--- config.mk ---
export PLATFORM = sky130hd
export DESIGN_NAME = lvds_ip_core_init
export DESIGN_NICKNAME = d
export VERILOG_FILES = /design/src/rtl/lvds_init_pkg.sv /design/src/rtl/lvds_sync_bit.sv /design/src/rtl/lvds_ip_core_init.sv
export SDC_FILE = /design/constraint.sdc
export NUM_CORES = 1
export LEC_CHECK = 0
export BUFFER_PORTS_ARGS = -buffer_cell sky130_fd_sc_hd__clkbuf_2
export CORE_AREA = 2 2 39 41
export CTS_BUF_LIST = sky130_fd_sc_hd__clkbuf_4 sky130_fd_sc_hd__clkbuf_8
export DETAILED_ROUTE_END_ITERATION = 8
export DIE_AREA = 0 0 41 43
export PLACE_DENSITY_LB_ADDON = 0.08
export SLEW_MARGIN = 30
export SYNTH_ARGS = -nofsm -noshare
export SYNTH_HDL_FRONTEND = slang
export SYNTH_SLANG_ARGS = --single-unit
--- constraint.sdc ---
create_clock -name clk -period 1.37 [get_ports clk]
set_input_delay 0.137 -clock clk [delete_from_list [all_inputs] [get_ports clk]]
set_output_delay 0.137 -clock clk [all_outputs]
set_load 0.01 [all_outputs]
--- src/rtl/lvds_init_pkg.sv ---
// Shared types for the LVDS RX power-up/reset sequencer: the state enum, the
// registered output bundle, and the default pulse widths.
package lvds_init_pkg;

  typedef enum logic [2:0] {
    IDLE                 = 3'd0,
    USERMODE             = 3'd1,
    MONITOR              = 3'd2,
    D_RX_RST             = 3'd3,
    WAIT_RX_DPA_LOCK     = 3'd4,
    ASSERT_RX_FIFO_RESET = 3'd5,
    ASSERT_RX_CDA_RESET  = 3'd6,
    DONE                 = 3'd7
  } lvds_init_state_t;

  localparam int DEF_SYNC_STAGES     = 2;
  localparam int DEF_FIFO_RST_CYCLES = 1;
  localparam int DEF_CDA_RST_CYCLES  = 1;

  typedef struct packed {
    logic pll_areset;
    logic rx_reset;
    logic fifo_reset;
    logic cda_reset;
  } lvds_init_out_t;

  // Output vector owned by each state; IDLE doubles as the reset value.
  function automatic lvds_init_out_t state_outputs(input lvds_init_state_t s);
    lvds_init_out_t o;
    case (s)
      IDLE:                 o = '{1'b1, 1'b1, 1'b0, 1'b0};
      USERMODE, MONITOR:    o = '{1'b0, 1'b1, 1'b0, 1'b0};
      ASSERT_RX_FIFO_RESET: o = '{1'b0, 1'b0, 1'b1, 1'b0};
      ASSERT_RX_CDA_RESET:  o = '{1'b0, 1'b0, 1'b0, 1'b1};
      default:              o = '{1'b0, 1'b0, 1'b0, 1'b0};
    endcase
    return o;
  endfunction

endpackage

--- src/rtl/lvds_sync_bit.sv ---
// Single-bit multi-flop synchronizer for an asynchronous level input; clears
// to 0 on reset so a missing input reads as "not ready".
module lvds_sync_bit #(
  parameter int SYNC_STAGES = 2
) (
  input  logic clk,
  input  logic rst_n,
  input  logic i_d,
  output logic o_q
);

  logic [SYNC_STAGES-1:0] r_sync;

  // NOTE: non-blocking assignments make every stage sample the previous
  // stage's old value, giving a true shift chain rather than a wire.
  always_ff @(posedge clk or negedge rst_n) begin
    if (!rst_n) begin
      r_sync <= '0;
    end else begin
      r_sync <= {r_sync[SYNC_STAGES-2:0], i_d};
    end
  end

  assign o_q = r_sync[SYNC_STAGES-1];

endmodule

--- src/rtl/lvds_ip_core_init.sv ---
// Power-up/reset sequencer for an LVDS SERDES receiver: PLL release, RX reset
// release, DPA lock wait, then FIFO and CDA reset pulses; restarts on loss.
module lvds_ip_core_init
  import lvds_init_pkg::*;
#(
  parameter int SYNC_STAGES     = DEF_SYNC_STAGES,
  parameter int FIFO_RST_CYCLES = DEF_FIFO_RST_CYCLES,
  parameter int CDA_RST_CYCLES  = DEF_CDA_RST_CYCLES
) (
  input  logic clk,
  input  logic rst,
  input  logic user_mode,
  input  logic rx_locked,
  input  logic rx_dpa_locked,
  output logic pll_areset,
  output logic rx_reset,
  output logic rx_fifo_reset,
  output logic rx_cda_reset
);

  localparam int CNT_MAX = (FIFO_RST_CYCLES > CDA_RST_CYCLES) ? FIFO_RST_CYCLES
                                                              : CDA_RST_CYCLES;
  localparam int CNT_W   = (CNT_MAX > 1) ? $clog2(CNT_MAX) : 1;

  logic             w_um_s;
  logic             w_lk_s;
  logic             w_dpa_s;
  lvds_init_state_t r_state;
  lvds_init_state_t w_next_state;
  logic [CNT_W-1:0] r_cnt;
  lvds_init_out_t   r_out;
  logic             w_lock_guarded;

  lvds_sync_bit #(.SYNC_STAGES(SYNC_STAGES)) u_sync_um (
    .clk(clk), .rst_n(rst), .i_d(user_mode), .o_q(w_um_s)
  );

  lvds_sync_bit #(.SYNC_STAGES(SYNC_STAGES)) u_sync_lk (
    .clk(clk), .rst_n(rst), .i_d(rx_locked), .o_q(w_lk_s)
  );

  lvds_sync_bit #(.SYNC_STAGES(SYNC_STAGES)) u_sync_dpa (
    .clk(clk), .rst_n(rst), .i_d(rx_dpa_locked), .o_q(w_dpa_s)
  );

  // States past the PLL lock point fall back to MONITOR when lock drops.
  assign w_lock_guarded = (r_state inside {D_RX_RST, WAIT_RX_DPA_LOCK,
                                           ASSERT_RX_FIFO_RESET,
                                           ASSERT_RX_CDA_RESET, DONE});

  // NOTE: next state defaults to the current state first so every path
  // assigns it and no latch is inferred.
  always_comb begin
    w_next_state = r_state;
    if (r_state != IDLE && !w_um_s) begin
      w_next_state = IDLE;
    end else if (w_lock_guarded && !w_lk_s) begin
      w_next_state = MONITOR;
    end else begin
      case (r_state)
        IDLE:             if (w_um_s) w_next_state = USERMODE;
        USERMODE:         w_next_state = MONITOR;
        MONITOR:          if (w_lk_s) w_next_state = D_RX_RST;
        D_RX_RST:         w_next_state = WAIT_RX_DPA_LOCK;
        WAIT_RX_DPA_LOCK: if (w_dpa_s) w_next_state = ASSERT_RX_FIFO_RESET;
        ASSERT_RX_FIFO_RESET:
          if (r_cnt == CNT_W'(FIFO_RST_CYCLES - 1)) w_next_state = ASSERT_RX_CDA_RESET;
        ASSERT_RX_CDA_RESET:
          if (r_cnt == CNT_W'(CDA_RST_CYCLES - 1)) w_next_state = DONE;
        default:          w_next_state = r_state;
      endcase
    end
  end

  always_ff @(posedge clk or negedge rst) begin
    if (!rst) begin
      r_state <= IDLE;
      r_cnt   <= '0;
      r_out   <= state_outputs(IDLE);
    end else begin
      r_state <= w_next_state;
      // Counter restarts on every state change, so each pulse starts at 0.
      if (w_next_state != r_state) begin
        r_cnt <= '0;
      end else if (r_state inside {ASSERT_RX_FIFO_RESET, ASSERT_RX_CDA_RESET}) begin
        r_cnt <= r_cnt + CNT_W'(1);
      end
      // Outputs come from the next-state decode so they register glitch-free
      // and line up with the state they belong to.
      r_out <= state_outputs(w_next_state);
    end
  end

  assign pll_areset    = r_out.pll_areset;
  assign rx_reset      = r_out.rx_reset;
  assign rx_fifo_reset = r_out.fifo_reset;
  assign rx_cda_reset  = r_out.cda_reset;

endmodule

# After elaboration in Yosys (flattened, before gate mapping)

Index checks and enable logic that the tools add are counted.

Register bits: 14
Output and inout bits: 4

Add/subtract/negate cells: 1
Eq/ne operators: 12
Mux-type cells: 11
Reductions and logical operators: 11

Operator list:

| operator            | number |
|---|---|
| $mux 3              | 7 |
| $pmux 3 s7          | 1 |
| $eq 3x3->1 const B  | 6 |
| $pmux 4 s4          | 1 |
| $eq 3x2->1 const B  | 3 |
| $eq 3x1->1 const B  | 2 |
| $logic_not 3->1     | 2 |
| $reduce_bool 5->1   | 1 |
| $reduce_bool 2->1   | 2 |
| $ne 3x3->1          | 1 |
| $reduce_bool 3->1   | 1 |
| $logic_and 1x1->1   | 2 |
| $logic_not 1->1     | 2 |
| $mux 1              | 2 |
| $reduce_or 2->1     | 1 |
| $add 1x1->1 const B | 1 |

# Longest topological paths before layout

Gate-level depths: netlist of the first run.

Depth in word-level cells: 8
Gate-level depth with buffers: 5
Mapped depth without buffers: 4

# Cells and area by module

From an unflattened synthesis of the first run, not the netlist that was laid out.

Cells, all modules: 61
Area total of the unflattened synthesis: 674.4 um^2

Modules (own cells, without submodules):

| module            | instances | cells an instance | area each (um^2) |
|---|---|---|---|
| lvds_ip_core_init | 1         | 55                | 524.3 |
| lvds_sync_bit     | 3         | 2                 | 50.0 |

# Worst setup path before layout of the first run

OpenSTA, ideal clock, no wires.

Path kind: reg-to-reg
From: register r_state[2]
To: register r_out (netlist bit rx_fifo_reset)
Library setup time: 0.067 ns
Arrival: 1.274 ns
Slack: 0.029 ns
Stages on the path, launching flop included: 5
Buffers on the path: 0
Cell sequence: dfrtp_1 -> nand2b_1 -> a311o_1 -> a32oi_2 -> and3_1

Cells in the longest elaborated chain, start to end: 8
Elaborated cells between the ends (all ways): 27
Classes of those cells: eq/ne (11); mux (9); reduce/logical (7)

Ends and longest elaborated chain:

| what                                            | RTL line                                         | text |
|---|---|---|
| start, declared                                 | lvds_ip_core_init.sv:28                          | `lvds_init_state_t r_state;` |
| start signal, assigned                          | lvds_ip_core_init.sv:81                          | `r_state <= w_next_state;` |
| $eq 3x2->1, or another cell as far along        | lvds_ip_core_init.sv:47, lvds_ip_core_init.sv:60 |  |
| $reduce_bool 5->1                               | lvds_ip_core_init.sv:47                          | `assign w_lock_guarded = (r_state inside {D_RX_RST, WAIT_RX_DPA_LOCK,` |
| $logic_and 1x1->1                               | lvds_ip_core_init.sv:57                          | `end else if (w_lock_guarded && !w_lk_s) begin` |
| $mux 3                                          | lvds_ip_core_init.sv:57                          |  |
| $mux 3 *                                        | lvds_ip_core_init.sv:55                          | `if (r_state != IDLE && !w_um_s) begin` |
| named net w_next_state[0]                       | lvds_ip_core_init.sv:29                          | `lvds_init_state_t w_next_state;` |
| $eq 3x1->1 / $eq 3x2->1 (equally long branches) | lvds_init_pkg.sv:30                              | `case (s)` |
| $reduce_or 2->1                                 | lvds_init_pkg.sv:30                              |  |
| $pmux 4 s4 *                                    | lvds_init_pkg.sv:30                              |  |
| end signal, assigned                            | lvds_ip_core_init.sv:79                          | `r_out <= state_outputs(IDLE);` |
| end signal, assigned                            | lvds_ip_core_init.sv:90                          | `r_out <= state_outputs(w_next_state);` |
| end, declared                                   | lvds_ip_core_init.sv:31                          | `lvds_init_out_t r_out;` |

The timed path passes the listed nets; every way through them passes the cells marked *.
A chain may end at the register's enable or synchronous reset.

# Final worst setup path of the first run

From: register r_state[1]
To: register r_out (netlist bit rx_reset)

The elaborated chain is that of the path after synthesis.

==> flow_summary_export.csv, run 1 <==
group,metric,value,unit
placement,pre_cts_ws,-0.172,ns
worst_hold_path,hold_class,"in -> async",
route,viasPerCell,5.66,
worst_setup_path,r2r_setup_slack,-0.11,ns
cells_and_area,stdcell_count,105,
sta,worst_slew_pin_slew,0.347,ns
clocking,h-tree-depth,1,
worst_setup_path,start_kind,"register",
yosys,syn_nets,63,
global_route,grt_pass1_wl,2.58,mm
sta,rsz0062_at_grt,"true",
yosys,syn_area,642,µm²
clocking,cts_buffers,3,
sta,setup_viol,5,
sta,finClkSkew,0.00690,ns
floorplanning,start_util,0.464,
route,routed_wl,1.61,mm
power_and_ir_drop,powerDensity,1520,nW/µm²
yosys,seq_area_frac_synth,0.550,
worst_setup_path,cp.arrival,1.66,ns
worst_setup_path,critical_path.endpoint,"rx_reset",
worst_setup_path,r2r-end,"rx_reset",
global_route,grt_max_degree,15,
worst_setup_path,r2r-start,"r_state[1]",
route,vias,594,
clocking,cts_tree,"yes",
floorplanning,num_io_pins,9,
clocking,clock_latency,0.28,ns
floorplanning,fp.dieArea,1760,µm²
cells_and_area,fillers,100,
floorplanning,die_y,43,µm
sta,holdWs,0.273,ns
cells_and_area,final_area,958,µm²
yosys,yosys_warnings,0,
route,drt-wirelength-per-cell,15.4,µm
route,drtPass1Iterations,4,
yosys,yosysTopAreaCell,"dfrtp_1",
sta,finalCritPeriodShare,1.08,
global_route,grt_util_all_layers,0.224,
power_and_ir_drop,power,1.45,mW
yosys,synth-seq-cells,14,
power_and_ir_drop,leakagePower,0.433,nW
yosys,synth_top_area_frac,0.468,
run,drv_cap,0,
cells_and_area,layout_common_cells,"17 x buf_4, 9 x dfrtp_1, 8 x clkbuf_2, 4 x dlygate4sd3_1",
worst_setup_path,end_kind,"register",
placement,placed_cell_area,779,µm²
outcome,violations,"negative setup slack",
sta,slew_violations,0,
yosys,synth.avg_cell_area,11.1,µm²
global_route,grt_pass1_vias,600,
yosys,synthCells,58,
sta,slew_headroom,0.769,
floorplanning,fp-row-count,14,
floorplanning,core,1380,µm²
global_route,overflow,0,
placement,portBuffers,8,
sta,finalHoldViolations,0,
cells_and_area,multiInputGateArea,300,µm²
worst_setup_path,path_class,"reg -> reg",
placement,placed_cells,93,
outcome,status,"complete, but fails checks",
route,ant_nets,0,
clocking,path_clk_slew,0.09,ns
clocking,cts.sinks,14,
sta,fmax,0.676,GHz
placement,hpwl,1.03,mm
yosys,yosysUniqueCellTypes,31,
cells_and_area,area_growth_syn_to_layout,49.3,%
clocking,cts_buffer_depth,2,
cells_and_area,layout_commonest_cell,"buf_4",
worst_setup_path,cp_max_fo,7,
clocking,clockRootBuffer,"clkbuf_4",
cells_and_area,layout-drive-gt1-share,0.551,
floorplanning,die_w,41,µm
worst_setup_path,rr_worst_depth,4,
yosys,synthTopCellsByArea,"dfrtp_1 47%, dfstp_2 8.2%, a21oi_1 3.9%",
sta,setup_ws,-0.109,ns
cells_and_area,seq_area,357,µm²
sta,period_minus_slack,1.48,ns
route,drc,0,
cells_and_area,nets,95,
route,drt_iter0_drc,13,
global_route,antenna_found_initial,0,
worst_setup_path,crit_required,1.55,ns
placement,place_congestion,0.796,
power_and_ir_drop,vdd_drop_max,0.000883,V
cells_and_area,diodes,0,
worst_setup_path,critPathLaunch,"r_state[1]",
state kept, by name, indices dropped and copies added, names as in the netlist:
register,count
pll_areset,1
r_cnt,1
r_state,3
rx_cda_reset,1
rx_fifo_reset,1
rx_reset,1
u_sync_dpa.r_sync,2
u_sync_lk.r_sync,2
u_sync_um.r_sync,2
metrics by stage:
stage	utilization	setup TNS (ns)
global route	0.693	-0.514
CTS	0.654	-0.351
detailed placement	0.563	-0.568
finish	0.693	-0.317
global placement	0.563	-0.429
floorplan	-	0
what timing repair did:
item | in CTS | in global routing
buffers inserted | 3 | 1
pin swaps | 6 | 5
setup endpoints to repair | 6 | 6
hold endpoints to repair | 15 | 0
resized for setup | 7 | 10
hold buffers | 4 | 0
Yosys cell counts:
master	count
a211o_1	1
a21oi_1	5
a221o_1	1
a311o_1	1
a31oi_1	1
a32oi_1	1
a32oi_2	1
and2b_2	1
and3_1	1
and3b_1	1
buf_2	1
buf_4	1
buf_6	2
dfrtp_1	12
dfstp_2	2
inv_1	2
inv_2	2
nand2_1	3
nand2b_1	2
nand3_1	2
nand4_1	1
nor2_1	3
nor3_1	1
nor4_1	1
o211ai_1	1
o21ai_0	3
o21ai_1	1
o311ai_1	1
o311ai_2	1
or3_2	1
or4_1	1
critical path: stages (launching register included):
cell and delay (ns):
dfrtp_2 0.49, buf_6 0.14, o211ai_1 0.26, a32oi_4 0.19, o311ai_2 0.29
metal layers:
metal,GRT usage,routed length [µm]
met1,0.284,664
met2,0.325,833
met3,0.0576,72
met4,0.140,42
met5,0,0
kinds of logic after synthesis:
| family | Yosys count | share of synthesized area |
|---|---|---|
| compound gates | 18 | 0.214 |
| simple gates | 18 | 0.158 |
| buf+inv | 8 | 0.0780 |
| flops | 14 | 0.550 |
report_power, final:
part	switching (mW)	internal [mW]	total, mW
Sequential	0.0633	0.471	0.534
Combinational	0.290	0.328	0.618
Clock	0.141	0.162	0.303
Total	0.494	0.961	1.45
final cells by class:
| class | count | share of cell area |
|---|---|---|
| Sequential cell | 14 | 0.372 |
| Inverter | 4 | 0.0157 |
| Tap cell | 16 | 0.0209 |
| Clock buffer | 4 | 0.0379 |
| Timing Repair Buffer | 31 | 0.240 |
| Multi-Input combinational cell | 36 | 0.313 |
worst min path at each step:
stage	start	to	slack (ns)	cells past startpoint
finish	rst	r_cnt	0.27	2
global route	rst	r_cnt	0.33	2
CTS	rst	r_cnt	0.28	2
detailed placement	rst	r_cnt	0.06	1
global placement	rst	r_cnt	0.05	1
floorplan	rst	r_cnt	-0.16	0
Note: power is estimated with default switching activity, not from simulation.
==> inputs of run 2 (changes only) <==
--- a/config.mk
+++ b/config.mk
@@ -5,13 +5,15 @@
 export SDC_FILE = /design/constraint.sdc
 export NUM_CORES = 1
 export LEC_CHECK = 0
+export ABC_AREA = 1
 export BUFFER_PORTS_ARGS = -buffer_cell sky130_fd_sc_hd__clkbuf_2
-export CORE_AREA = 2 2 39 41
+export CORE_MARGIN = 2
+export CORE_UTILIZATION = 51
 export CTS_BUF_LIST = sky130_fd_sc_hd__clkbuf_4 sky130_fd_sc_hd__clkbuf_8
 export DETAILED_ROUTE_END_ITERATION = 8
-export DIE_AREA = 0 0 41 43
 export PLACE_DENSITY_LB_ADDON = 0.08
 export SLEW_MARGIN = 30
 export SYNTH_ARGS = -nofsm -noshare
 export SYNTH_HDL_FRONTEND = slang
+export SYNTH_HIERARCHICAL = 1
 export SYNTH_SLANG_ARGS = --single-unit
==> run 2 against run 1 <==
  * Critical path type unchanged
  * Wire length is 32% lower
  * Final area is 17% lower
  * Via count is 14% lower
  * Critical path depth is 4 higher
  * Critical endpoint is now r_cnt
  * Synthesized cell count is 33% higher
  * First-iteration DRC count is 23% lower
  * The flow now finishes without violations
  * Sequential cell count stayed put
==> flow_summary_export.csv, run 2 <==
group,metric,value,unit
outcome,status,"completed",
floorplanning,start_util,0.529,
yosys,synth-seq-cells,14,
yosys,synthTopCellsByArea,"dfrtp_1 45%, nand2_1 9.5%, dfstp_2 7.8%",
floorplanning,fp.dieArea,1620,µm²
sta,rsz0062_at_grt,"false",
power_and_ir_drop,leakagePower,0.438,nW
sta,finClkSkew,0.00118,ns
sta,setup_ws,0.0978,ns
clocking,h-tree-depth,1,
route,vias,511,
sta,setup_viol,0,
yosys,yosysMostFrequentCell,"nand2_1",
yosys,synthCells,77,
yosys,yosys_warnings,6,
floorplanning,num_io_pins,9,
worst_setup_path,end_kind,"register",
clocking,clock_latency,0.26,ns
global_route,grt_max_degree,15,
clocking,clockRootBuffer,"clkbuf_4",
cells_and_area,layout_commonest_cell,"nand2_1",
power_and_ir_drop,internal_power,0.757,mW
worst_setup_path,cp_max_fo,6,
power_and_ir_drop,powerDensity,1560,nW/µm²
yosys,synth_edf_count,0,
cells_and_area,area_growth_syn_to_layout,18.3,%
global_route,grt_pass1_vias,468,
sta,final.setup.tns,0,ns
power_and_ir_drop,clock_power_share,0.172,
floorplanning,die_w,40.3,µm
global_route,antenna_found_initial,0,
route,drt-wirelength-per-cell,10.4,µm
floorplanning,fp-row-count,13,
route,drtPass1Iterations,4,
yosys,yosys-top-cells-count,"17 x nand2_1, 12 x dfrtp_1, 10 x inv_1",
sta,slew_headroom,0.786,
sta,fmax,0.786,GHz
route,ant_nets,0,
cells_and_area,diodes,0,
route,viasPerCell,4.82,
route,drt_iter0_drc,10,
cells_and_area,top_register,"r_state",
clocking,cts_tree,"yes",
worst_setup_path,critPathLaunch,"r_state[0]",
power_and_ir_drop,power.switching,0.481,mW
yosys,yosysUniqueCellTypes,17,
cells_and_area,final_area,793,µm²
power_and_ir_drop,p_seq_frac,0.446,
sta,worst_slew_pin_slew,0.322,ns
yosys,seq_area_frac_synth,0.526,
sta,slew_violations,0,
worst_setup_path,start_kind,"register",
yosys,yosysTopAreaCell,"dfrtp_1",
placement,placed_cell_area,722,µm²
yosys,synth.avg_cell_area,8.71,µm²
power_and_ir_drop,switching_share,0.389,
global_route,grt_util_all_layers,0.175,
global_route,overflow,0,
placement,pre_cts_ws,0.0754,ns
worst_hold_path,hold_class,"in -> async",
run,drv_cap,0,
yosys,async_flop_share,1.00,
sta,finalCritPeriodShare,0.929,
yosys,syn_nets,82,
floorplanning,core,1270,µm²
worst_setup_path,cp.arrival,1.44,ns
worst_setup_path,r2r-start,"r_state[0]",
sta,finalHoldViolations,0,
cells_and_area,layout-drive-gt1-share,0.352,
route,routed_wl,1.10,mm
clocking,cts_buffers,3,
sta,period_minus_slack,1.27,ns
worst_setup_path,rr_worst_depth,8,
cells_and_area,nets,98,
yosys,synth_top_area_frac,0.448,
power_and_ir_drop,vdd_drop_max,0.000781,V
placement,place_congestion,0.805,
floorplanning,die_y,40.3,µm
yosys,syn_area,671,µm²
cells_and_area,layout_common_cells,"17 x nand2_1, 10 x inv_1, 9 x dfrtp_1, 8 x clkbuf_2, 7 x nand3_1",
placement,portBuffers,8,
clocking,cts_buffer_depth,2,
clocking,path_clk_slew,0.07,ns
placement,hpwl,842,µm
route,drc,0,
power_and_ir_drop,combinationalPowerShare,0.382,
worst_setup_path,crit_required,1.53,ns
yosys,synth-main-ff-cell,"dfrtp_1",
global_route,grt_pass1_wl,1.81,mm
clocking,cts.sinks,14,
power_and_ir_drop,power,1.24,mW
cells_and_area,largest_reg_flops,3,
worst_setup_path,path_class,"reg -> reg",
## run 2: changes by cell type after synthesis, sizes merged, moves of 2 or more
cell,previous run,this run
nor2,3,8
nand2b,2,0
nand2,3,20
nand4,1,3
a32oi,2,0
nand3,2,9
o311ai,2,0
a21oi,5,1
buf,4,1
inv,4,15
## run 2: per-layer routing
layer,GRT usage,share of wire,vias up
li1,-,-,270
met1,0.221,0.47,232
met2,0.290,0.51,7
met3,0.0167,0.018,2
met4,0.100,0.0054,0
met5,0,0,-
## run 2: repair_timing
action | CTS | global route
setup endpoints to repair | 0 | 4
buffers inserted | 0 | 0
hold buffers | 4 | 0
resized for setup | 0 | 4
endpoints found under the hold margin | 15 | 0
## run 2: cell type report
cell class	instances	area, µm²
clock buffer	3	22.5
tap	15	18.8
fill	115	475
timing repair buffer	12	80.1
inverter	15	56.3
sequential	14	357
multi-input combinational	47	259
## run 2: cell families after synthesis
group / share of synthesized area
AND/OR/NAND/NOR: 0.315
buffers and inverters: 0.0952
flip-flops: 0.526
AO/OA/AOI/OAI: 0.0634
## run 2: worst paths after layout
kind                                            end  slack [ns]
worst max-delay path                          r_cnt         0.1
worst min-delay path            u_sync_lk/r_sync[0]        0.29
worst max register to register                r_cnt         0.1
worst min register to register  u_sync_lk/r_sync[1]        0.35
max in group asynchronous                pll_areset        0.79
min in group clk                u_sync_lk/r_sync[1]        0.35
## run 2: stage by stage
step,cells,hold slack [ns],utilization
after floorplan,77,-0.159,-
after global placement,99,0.0456,0.569
after detailed placement,99,0.0473,0.569
after CTS,106,0.288,0.618
after global routing,106,0.315,0.625
final,106,0.291,0.625
## run 2: critical path: stages (launching register included)
cell      delay [ns]
dfrtp_2         0.47
nand2_1         0.10
inv_1           0.06
nand2_1         0.07
nand3_2         0.11
o21bai_4        0.19
nand2_1         0.07
nand2_1         0.07
nor2_2          0.03
## run 2: power groups by stage
stage          combinational, mW  sequential, mW  clock [mW]
3_3_place_gp               0.458           0.547           0
6_report                   0.473           0.553       0.213
4_1_cts                    0.470           0.537       0.226
2_1_floorplan              0.372           0.537           0
3_5_place_dp               0.458           0.544           0
5_1_grt                    0.534           0.559       0.240
